==> src/rtl/pulse_tx_if.sv <==
// Handshake and line bundle between a pulse-train controller and pulse_tx.
// Latency: none, this is wiring only.
// Backpressure: none. start is a request that pulse_tx accepts only while idle, and busy/done report progress.
// Ports:
//   start, count, gap : controller -> pulse_tx (train request and parameters)
//   req, inh          : pulse_tx -> downstream pulse detector
//   busy, done        : pulse_tx -> controller (progress and completion strobe)
interface pulse_tx_if #(
  parameter int CNT_W = 8
);
  logic             start;
  logic [CNT_W-1:0] count;
  logic [CNT_W-1:0] gap;
  logic             req;
  logic             inh;
  logic             busy;
  logic             done;

  // Controller side.
  modport master (
    output start,
    output count,
    output gap,
    input  req,
    input  inh,
    input  busy,
    input  done
  );

  // Transmitter side.
  modport slave (
    input  start,
    input  count,
    input  gap,
    output req,
    output inh,
    output busy,
    output done
  );
endinterface

==> src/rtl/pulse_tx.sv <==
// Emits a train of count one-cycle qualified request pulses (req=1, inh=0), separated by gap idle cycles.
// Latency: start accepted at edge k gives req/busy high in the cycle after edge k. All outputs are registered.
// Backpressure: start is honoured only in IDLE and ignored otherwise. busy stays high through the DONE strobe cycle.
// Ports:
//   clk   : rising-edge clock
//   reset : asynchronous active-high reset, forces IDLE outputs immediately
//   bus   : pulse_tx_if slave modport (start/count/gap in; req/inh/busy/done out)
module pulse_tx #(
  parameter int CNT_W = 8
) (
  input  logic        clk,
  input  logic        reset,
  pulse_tx_if.slave   bus
);

  typedef enum logic [1:0] {
    ST_IDLE  = 2'd0,
    ST_PULSE = 2'd1,
    ST_GAP   = 2'd2,
    ST_DONE  = 2'd3
  } state_t;

  localparam logic [CNT_W-1:0] CNT_ZERO = '0;
  localparam logic [CNT_W-1:0] CNT_ONE  = CNT_W'(1);

  state_t           state_q,   state_d;
  logic [CNT_W-1:0] rem_cnt_q, rem_cnt_d;
  logic [CNT_W-1:0] gap_q,     gap_d;
  logic [CNT_W-1:0] gap_cnt_q, gap_cnt_d;

  logic req_q,  req_d;
  logic inh_q,  inh_d;
  logic busy_q, busy_d;
  logic done_q, done_d;

  // Next-state and counter logic.
  always_comb begin
    state_d   = state_q;
    rem_cnt_d = rem_cnt_q;
    gap_d     = gap_q;
    gap_cnt_d = gap_cnt_q;

    case (state_q)
      ST_IDLE: begin
        if (bus.start) begin
          if (bus.count != CNT_ZERO) begin
            rem_cnt_d = bus.count;
            gap_d     = bus.gap;
            state_d   = ST_PULSE;
          end else begin
            // An empty train still gives the controller its done strobe.
            state_d = ST_DONE;
          end
        end
      end

      ST_PULSE: begin
        // rem_cnt is never 0 here, so the decrement cannot wrap.
        rem_cnt_d = rem_cnt_q - CNT_ONE;
        if (rem_cnt_q == CNT_ONE) begin
          state_d = ST_DONE;
        end else if (gap_q == CNT_ZERO) begin
          state_d = ST_PULSE;
        end else begin
          gap_cnt_d = gap_q;
          state_d   = ST_GAP;
        end
      end

      ST_GAP: begin
        // gap_cnt enters GAP as gap_q (>= 1) and leaves at 1, so GAP lasts
        // exactly gap_q cycles and the countdown never wraps.
        gap_cnt_d = gap_cnt_q - CNT_ONE;
        if (gap_cnt_q == CNT_ONE) begin
          state_d = ST_PULSE;
        end
      end

      ST_DONE: begin
        state_d = ST_IDLE;
      end

      default: begin
        state_d = ST_IDLE;
      end
    endcase
  end

  // Outputs are decoded from the next state and registered. This keeps the
  // pins glitch-free and aligned with the state they describe. req and inh are
  // always complementary, so the detector never sees req=1 with inh=1 and the
  // lines are never both low.
  always_comb begin
    req_d  = 1'b0;
    inh_d  = 1'b1;
    busy_d = 1'b0;
    done_d = 1'b0;

    case (state_d)
      ST_IDLE: begin
        req_d  = 1'b0;
        inh_d  = 1'b1;
        busy_d = 1'b0;
        done_d = 1'b0;
      end
      ST_PULSE: begin
        req_d  = 1'b1;
        inh_d  = 1'b0;
        busy_d = 1'b1;
        done_d = 1'b0;
      end
      ST_GAP: begin
        req_d  = 1'b0;
        inh_d  = 1'b1;
        busy_d = 1'b1;
        done_d = 1'b0;
      end
      ST_DONE: begin
        req_d  = 1'b0;
        inh_d  = 1'b1;
        busy_d = 1'b1;
        done_d = 1'b1;
      end
      default: begin
        req_d  = 1'b0;
        inh_d  = 1'b1;
        busy_d = 1'b0;
        done_d = 1'b0;
      end
    endcase
  end

  always_ff @(posedge clk or posedge reset) begin
    if (reset) begin
      state_q   <= ST_IDLE;
      rem_cnt_q <= '0;
      gap_q     <= '0;
      gap_cnt_q <= '0;
    end else begin
      state_q   <= state_d;
      rem_cnt_q <= rem_cnt_d;
      gap_q     <= gap_d;
      gap_cnt_q <= gap_cnt_d;
    end
  end

  // The output flops reset to the IDLE pattern. A reset mid-pulse therefore
  // drops req and raises inh at once, without waiting for a clock edge.
  always_ff @(posedge clk or posedge reset) begin
    if (reset) begin
      req_q  <= 1'b0;
      inh_q  <= 1'b1;
      busy_q <= 1'b0;
      done_q <= 1'b0;
    end else begin
      req_q  <= req_d;
      inh_q  <= inh_d;
      busy_q <= busy_d;
      done_q <= done_d;
    end
  end

  assign bus.req  = req_q;
  assign bus.inh  = inh_q;
  assign bus.busy = busy_q;
  assign bus.done = done_q;

endmodule

==> src/flat_wrapper.sv <==
// flat-port wrapper written by rule: the top's interface ports become plain ports
module pulse_tx_flat 
#(
  parameter int CNT_W = 8
)
  (clk, reset, bus_start, bus_count, bus_gap, bus_req, bus_inh, bus_busy, bus_done);
  pulse_tx_if #(.CNT_W(CNT_W)) bus_i ();
  input  logic clk;
  input  logic reset;
  input wire logic [$bits(bus_i.start)-1:0] bus_start;
  input wire logic [$bits(bus_i.count)-1:0] bus_count;
  input wire logic [$bits(bus_i.gap)-1:0] bus_gap;
  output wire logic [$bits(bus_i.req)-1:0] bus_req;
  output wire logic [$bits(bus_i.inh)-1:0] bus_inh;
  output wire logic [$bits(bus_i.busy)-1:0] bus_busy;
  output wire logic [$bits(bus_i.done)-1:0] bus_done;
  assign bus_i.start = bus_start;
  assign bus_i.count = bus_count;
  assign bus_i.gap = bus_gap;
  assign bus_req = bus_i.req;
  assign bus_inh = bus_i.inh;
  assign bus_busy = bus_i.busy;
  assign bus_done = bus_i.done;
  pulse_tx #(.CNT_W(CNT_W)) u_core (.clk(clk), .reset(reset), .bus(bus_i));
endmodule
==> config.mk <==
export PLATFORM = sky130hd
export DESIGN_NAME = pulse_tx_flat
export DESIGN_NICKNAME = d
export VERILOG_FILES = /design/src/rtl/pulse_tx_if.sv /design/src/rtl/pulse_tx.sv /design/src/flat_wrapper.sv
export SDC_FILE = /design/constraint.sdc
export NUM_CORES = 1
export LEC_CHECK = 0
export BUFFER_PORTS_ARGS = -buffer_cell sky130_fd_sc_hd__buf_2
export CAP_MARGIN = 30
export CORE_MARGIN = 2
export CORE_UTILIZATION = 36
export DETAILED_ROUTE_END_ITERATION = 10
export GPL_TIMING_DRIVEN = 0
export HOLD_SLACK_MARGIN = 0.03
export REMOVE_ABC_BUFFERS = 1
export SETUP_SLACK_MARGIN = 0.3
export SYNTH_ARGS = -nofsm -noshare
export SYNTH_HDL_FRONTEND = slang
export SYNTH_SLANG_ARGS = --single-unit
==> constraint.sdc <==
create_clock -name clk -period 5.25 [get_ports clk]
set_input_delay 0 -clock clk [delete_from_list [all_inputs] [get_ports clk]]
set_output_delay 0 -clock clk [all_outputs]
set_load 0.005 [all_outputs]
After elaboration in Yosys (flattened, before gate mapping). Cells that the tools add are included.

Register bits after elaboration: 30. Input port bits: 19. Output and inout port bits: 4. Logic and storage cells: 50.

Add/subtract/negate cells: 2. Equal/unequal tests: 12. Muxes and demuxes: 16. Reduce and logical (&&, ||, !) cells: 12.

Operators with widths (number): 8-bit two-way mux (4); 8-bit one-hot mux with 2 select lines (2); 8-bit by 1-bit == test with 1-bit output, second input constant (2); 8-bit by 1-bit subtractor with 8-bit output, second input constant (2); 2-bit two-way mux (5); 3-bit AND reduction (3); 3-bit OR reduction (3); 2-bit == test, second input constant (4); 8-bit logical NOT (1); 1-bit one-hot mux with 2 select lines (4); 2-bit one-hot mux with 4 select lines (1); 8-bit nonzero test (1); 2-bit inequality test, second input constant (3); 2-bit by 1-bit == test with 1-bit output, second input constant (2); 2-bit logical NOT (2); 2-bit nonzero test (2); 2-bit by 1-bit inequality test with 1-bit output, second input constant (1).

Longest topological paths before layout. Gate-level depths: netlist of the first run.

Depth after elaboration: 7. Depth in mapped cells: 9. Gate-level depth less buffers: 7.

Worst setup path before layout of the first run. No wires, ideal clock.

Path type: register -> register. Start: register u_core.state_q[0]. End: register u_core.rem_cnt_q[3]. Library setup time: 0.124 ns. Data arrival time: 1.706 ns. Required time: 5.126 ns. Slack: 3.420 ns. Stages on the path, launching flop included: 8. Buffers on the path: 2. Period minus slack after synthesis: 1.830 ns. Cells stage by stage: dfrtp_1 > inv_1 > ha_1 > clkbuf_1 > nor2b_1 > clkbuf_1 > o21ai_0 > a211o_1.

Word-level cells in the longest chain between the ends: 3. Elaborated cells on any way between the ends: 7. Classes of those cells: 3 x eq/ne; 1 x mux; 3 x reduce/logical.

RTL lines: from (decl) (RTL line pulse_tx.sv:26) `state_t state_q, state_d;`; from (signal assigned) (RTL line pulse_tx.sv:140) `state_q <= state_d;`; 2-bit logical NOT or 2-bit by 1-bit == test with 1-bit output (tied branches) (RTL line pulse_tx.sv:43) `case (state_q)`; 2-bit by 1-bit inequality test with 1-bit output (no line), or another cell as far along; 3-bit AND reduction (no line); to (signal assigned) (RTL line pulse_tx.sv:141) `rem_cnt_q <= rem_cnt_d;`; to (decl) (RTL line pulse_tx.sv:27) `logic [CNT_W-1:0] rem_cnt_q, rem_cnt_d;`.

Several ways; a longest one is shown, not always the timed one. A chain may end at the register's enable or synchronous reset.

Worst setup path in the final report of the first run.
Start: register u_core.state_q[1]. End: register u_core.gap_cnt_q[2].

Word-level cells in the longest chain between the ends: 3. Elaborated cells on any way between the ends: 7. Classes of those cells: 4 x eq/ne; 1 x mux; 2 x reduce/logical.

RTL lines: 2-bit by 1-bit == test with 1-bit output or 2-bit == test (tied branches) (RTL line pulse_tx.sv:43); 2-bit inequality test (no line) or 2-bit nonzero test (tied branches); 3-bit AND reduction (no line); to (signal assigned) (RTL line pulse_tx.sv:143) `gap_cnt_q <= gap_cnt_d;`; to (decl) (RTL line pulse_tx.sv:29) `logic [CNT_W-1:0] gap_cnt_q, gap_cnt_d;`.

Several ways; a longest one is shown, not always the timed one.

==> flow_summary.json, run 1 <==
{
  "status": "completed",
  "cp-end-kind": "flip-flop",
  "timing.final.crit_share_pct": 44.2,
  "synth.top_cell.area_share_pct": 40.6,
  "dieArea_mm2": 0.00555,
  "power_switching_share_pct": 21.7,
  "synth_xor_area_share_pct": 0,
  "min_period_ns": 2.32,
  "path_cells": "inv_1 -> ha_1 -> a41oi_1 -> nand2_1 -> nor3_1 -> a211o_1",
  "synth_common_cells": "dfrtp_1 (29), nand2_1 (20), o21ai_0 (16)",
  "clkPwrFrac_pct": 47.9,
  "dp.cells": 275,
  "fin_area_mm2": 0.00220,
  "gp_congestion": 0.776,
  "clk_latency_ns": 0.29,
  "drt_iter0_drc": 64,
  "drv_slew": 0,
  "grt_pass1_vias": 1430,
  "r2r_setup_slack_ns": 2.93,
  "grt_setup_unrepaired": "false",
  "cts_max_path_buffers": 2,
  "post-synth-top-area-cell": "dfrtp_1",
  "hold_end": "u_core.rem_cnt_q[5]",
  "synth_seq_cells": 30,
  "ant_nets": 0,
  "rows": 25,
  "drtPass1Iterations": 4,
  "yosysSeqAreaShare_pct": 42.0,
  "slowest_delay_ns": 0.56,
  "antenna_cells": 0,
  "seqPwrFrac_pct": 46.8,
  "synthAdderAreaFrac_pct": 5.59,
  "drc": 0,
  "hp-start": "bus_count[5]",
  "synthCells": 193,
  "grt_overflow_total": 0,
  "vias_per_cell": 5.24,
  "yosysWarningCount": 0,
  "multi_input_area_um2": 953,
  "initial_utilization_pct": 37.6,
  "async_flop_share_pct": 100,
  "cts_root_buf": "clkbuf_8",
  "hold_path_depth": 4,
  "power_leakage_nw": 0.954,
  "synth_top_family_by_area": "simple AND/OR/NAND/NOR gates",
  "critPathKind": "reg -> reg",
  "layout.nets": 253,
  "fin_skew_ns": 0.00997,
  "netlist_area_mm2": 0.00179,
  "grt_usage_pct": 15.7,
  "post-cts-setup-buffers": 0,
  "p_int_mw": 0.386,
  "relSlewSlack_pct": 51.4,
  "rr_worst_depth": 6,
  "cp.arrival_ns": 2.50,
  "worst_pin_slew_ns": 0.728,
  "path_clk_slew_ns": 0.07,
  "r2r-end": "u_core.gap_cnt_q[2]",
  "power.density_mw_per_mm2": 224,
  "critical_path.max_fanout": 19,
  "yosys.area_share.simple_pct": 21.0,
  "peakVddDrop_mv": 0.123,
  "grt_max_degree": 24,
  "io_pins": 23,
  "fillCellCount": 483,
  "dpl_cell_area_mm2": 0.00198,
  "clock_sinks": 30,
  "synthFlopType": "dfrtp_1",
  "holdCritPathClass": "in -> reg",
  "hold_violations": 0,
  "wire_per_inst_um": 12.9,
  "stdcell_count": 294,
  "die_height_um": 74.5,
  "core_mm2": 0.00475,
  "finalSetupTns_ns": 0,
  "required_ns": 5.43,
  "htreeDepth": 2,
  "regArea_um2": 752,
  "setup_viol": 0,
  "synth.top_cells.by_area": "dfrtp_1 (41%), ha_1 (5.6%), mux2_2 (5.0%), o21ai_0 (4.5%), nand2_1 (4.2%)",
  "synth.distinct_cells": 45,
  "hpwl_mm": 2.73,
  "netSwitchingPower_mw": 0.107,
  "antenna_found_initial": 0,
  "cts_tree": "yes",
  "power_frac_comb_pct": 5.3,
  "fmax_ghz": 0.431,
  "totalWireLength_mm": 3.78,
  "syn_avg_cell_area_um2": 9.27,
  "maxCapViolCount": 0,
  "portBuffers": 22,
  "vias": 1541,
  "die_w_um": 74.5,
  "grt_pass1_wl_mm": 6.64,
  "r2r_start": "u_core.state_q[1]",
  "synth.most_common_cell": "dfrtp_1",
  "synth-compound-area-share_pct": 20.8,
  "slowest_stage": "ha_1",
  "drive_above_1_share_pct": 21.1,
  "hold_buffers": 11,
  "cts_resized": 0,
  "area_delta_synth_final_pct": 23.1,
  "critPathLaunchType": "flip-flop",
  "synth-edff-count": 0,
  "muxShareOfSynthArea_pct": 5.87,
  "numCtsBuffers": 5
}
==> power groups by stage <==
stage               registers (mW)  clock network (mW)  logic, mW
global placement             0.235                   0     0.0180
floorplan                    0.235                   0    0.00747
global route                 0.231               0.255     0.0291
finish                       0.231               0.236     0.0263
detailed placement           0.235                   0     0.0208
CTS                          0.231               0.242     0.0269
==> how the worst max path moves through the flow <==
stage | start | endpoint | slack [ns] | cells after the start
floorplan | u_core.rem_cnt_q[1] | u_core.gap_cnt_q[2] | 3.38 | 7
global placement | u_core.state_q[1] | u_core.gap_cnt_q[2] | 2.99 | 6
detailed placement | u_core.state_q[1] | u_core.gap_cnt_q[2] | 2.99 | 6
CTS | u_core.state_q[1] | u_core.gap_cnt_q[2] | 2.96 | 6
global route | u_core.state_q[1] | u_core.gap_cnt_q[2] | 2.69 | 6
finish | u_core.state_q[1] | u_core.gap_cnt_q[2] | 2.93 | 6
==> area by class of cell <==
| class | instances | share of cell area (%) |
|---|---|---|
| inverters | 14 | 2.39 |
| repair buffers | 34 | 11.2 |
| clock buffers | 5 | 3.12 |
| clock inverters | 3 | 2.04 |
| well taps | 67 | 3.80 |
| flip-flops and latches | 30 | 34.1 |
| multi-input cells | 141 | 43.3 |
==> cells in the final DEF, fill, tap and decap left out, drive strengths merged, types with 4 or more instances in the layout <==
cell and count:
o22a 4, a21oi 5, ha 8, a31oi 7
nor2 15, o21ai 17, mux2 9, dfrtp 29
buf 23, dlygate4sd3 11, inv 14, nand3 4
clkbuf 5, nor3 5, and3 4, nand2 21
nor2b 5
==> metal layers <==
layer  vias to the layer above  wire length (um)  track usage (%)
li1                        767                 -                -
met3                         6               141             4.07
met4                         0                60             5.36
met2                        35              1670             23.7
met5                         -                 0                0
met1                       733              1910             21.9
==> cells by family (layout without fill, tap and decap cells) <==
logic type      after synthesis  count (layout)
buf+inv                      22              56
mux                           9               9
fa+ha+maj                     8               8
compound gates               53              53
simple gates                 71              71
flops                        30              30
==> critical path, delay by kind of cell, from the launching register on <==
kind,cells,cell delay [ns]
fa+ha+maj,1,0.56
flops,1,0.42
compound gates,2,0.53
simple gates,2,0.59
buf+inv,1,0.11
==> metrics by stage <==
step / util [%] / total power [mW] / hold WS (ns) / worst slack, ns
floorplan: - / 0.243 / 0.0901 / 3.38
global placement: 41.1 / 0.253 / 0.232 / 2.99
detailed placement: 41.6 / 0.256 / 0.0311 / 2.99
CTS: 46.3 / 0.500 / 0.0638 / 2.96
global route: 46.3 / 0.515 / 0.0974 / 2.69
finish: 46.3 / 0.494 / 0.0735 / 2.93
==> registers in the layout, indices dropped and copies added, names as in the netlist <==
register,flops
u_core.bus.busy,1
u_core.bus.inh,1
u_core.rem_cnt_q,8
u_core.state_q,2
u_core.gap_q,8
u_core.bus.done,1
u_core.bus.req,1
u_core.gap_cnt_q,8
Power figures use the tool's default switching activity.
==> run 2, diff against run 1 <==
clock period = 2.4 ns   (was 5.25 ns; I/O delays follow)
==> flow_summary.json, run 2 (synthesized netlist as in run 1, its figures left out) <==
{
  "portBuffers": 22,
  "antenna_cells": 0,
  "layout.nets": 253,
  "grt_max_degree": 24,
  "totalWireLength_mm": 3.81,
  "timing.final.crit_share_pct": 82.1,
  "wire_per_inst_um": 13.0,
  "drive_above_1_share_pct": 23.3,
  "critical_path.max_fanout": 19,
  "cts_tree": "yes",
  "grt_pass1_vias": 1445,
  "cts_root_buf": "clkbuf_8",
  "hpwl_mm": 2.73,
  "critPathLaunchType": "flip-flop",
  "path_clk_slew_ns": 0.07,
  "clock_sinks": 30,
  "cts_max_path_buffers": 2,
  "numCtsBuffers": 5,
  "critPathKind": "reg -> reg",
  "ant_nets": 0,
  "hold_ws_ns": 0.0720,
  "dp.cells": 275,
  "grt_usage_pct": 15.7,
  "relSlewSlack_pct": 52.3,
  "crit_family": "compound AO/OA/AOI/OAI gates",
  "slowest_stage": "dfrtp_1",
  "htreeDepth": 2,
  "crit_buf_inv": 1,
  "grt_setup_unrepaired": "true",
  "post-cts-setup-buffers": 0,
  "hold_violations": 0,
  "cp.arrival_ns": 2.15,
  "vias_per_cell": 5.20,
  "peakVddDrop_mv": 0.267,
  "power.density_mw_per_mm2": 485,
  "grt_overflow_total": 0,
  "holdCritPathClass": "in -> reg",
  "stdcell_count": 294,
  "clk_latency_ns": 0.29,
  "required_ns": 2.58,
  "grt_pass1_wl_mm": 6.64,
  "dieArea_mm2": 0.00555,
  "drtPass1Iterations": 4,
  "drv_slew": 0,
  "cp-end-kind": "flip-flop",
  "finalSetupTns_ns": 0,
  "initial_utilization_pct": 37.6,
  "path_cells": "inv_1 -> ha_2 -> a41oi_1 -> nand2_2 -> o32ai_1 -> a211o_1",
  "setup_viol": 0,
  "drt_iter0_drc": 60,
  "most-common-layout-cells": "dfrtp_1 (29), buf_2 (22), nand2_1 (19)",
  "vias": 1529,
  "antenna_found_initial": 0,
  "maxCapViolCount": 0,
  "area_delta_synth_final_pct": 24.5,
  "io_pins": 23,
  "slowest_delay_ns": 0.42,
  "core_mm2": 0.00475,
  "fin_skew_ns": 0.00982,
  "die_height_um": 74.5,
  "gp_congestion": 0.776,
  "min_period_ns": 1.97,
  "worst_pin_slew_ns": 0.715,
  "power_leakage_nw": 0.953,
  "largestRegisters": "u_core.gap_cnt_q: 8 flops, u_core.gap_q: 8 flops, u_core.rem_cnt_q: 8 flops",
  "status": "completed",
  "rows": 25,
  "dpl_cell_area_mm2": 0.00198,
  "final_common_cell": "dfrtp_1",
  "fin_area_mm2": 0.00223,
  "die_w_um": 74.5,
  "drc": 0,
  "fmax_ghz": 0.508
}
-- run 2: cell counts in the layout (fill, tap and decap cells not counted) --
Identical to the previous run, type by type.
-- run 2: worst register-to-register path: cells and delay by family (launching register included) --
| kind | cells | cell delay, ns |
|---|---|---|
| compound gates | 3 | 0.61 |
| fa+ha+maj | 1 | 0.42 |
| buf+inv | 1 | 0.11 |
| flops | 1 | 0.42 |
| simple gates | 1 | 0.31 |
-- run 2: layout make-up --
cell class                      instances  area (um2)
Clock inverter                          3        45.0
Fill cell                             484        2530
Tap cell                               67        83.8
Inverter                               14        52.6
Sequential cell                        30         752
Timing Repair Buffer                   34         248
Clock buffer                            5        68.8
Multi-Input combinational cell        141         977
-- run 2: worst paths after layout --
| kind | from | end | slack (ns) | depth (start not counted) |
|---|---|---|---|---|
| hold reg to reg | u_core.gap_cnt_q[7] | u_core.gap_cnt_q[7] | 0.53 | 1 |
| hold / removal | bus_count[5] | u_core.rem_cnt_q[5] | 0.07 | 4 |
| setup / recovery | u_core.state_q[1] | u_core.gap_cnt_q[2] | 0.43 | 6 |
| min in group asynchronous | reset | u_core.gap_q[3] | 0.25 | 3 |
| max in group asynchronous | reset | u_core.bus.inh | 1.60 | 4 |
| setup reg to reg | u_core.state_q[1] | u_core.gap_cnt_q[2] | 0.43 | 6 |
-- run 2: metal layers --
layer  share of wire, %  global-route usage, %  wire, um  vias to the layer above
met5                  0                      0         0                        -
met4                1.6                   6.15        60                        0
met3                3.0                   4.07       116                        6
met2                 45                   23.5      1700                       28
met1                 51                   21.7      1940                      727
li1                   -                      -         -                      768
-- run 2: what timing repair did --
item                                    in CTS  in global routing
gates resized for setup                      2                  4
hold buffers                                11                  0
endpoints found under the setup margin       8                 15
endpoints found under the hold margin       19                  0
-- run 2: through the flow --
step	setup slack (ns)	total power, mW	utilization (%)
final	0.430	1.08	46.8
after global routing	0.258	1.13	46.8
after global placement	0.137	0.554	41.1
after detailed placement	0.141	0.561	41.6
after floorplan	0.528	0.531	-
after CTS	0.302	1.09	46.4
-- run 2: report_power, final --
group / switching (mW) / internal (mW)
clock: 0.209 / 0.309
combinational: 0.0265 / 0.0314
sequential: 0 / 0.505
total: 0.235 / 0.845
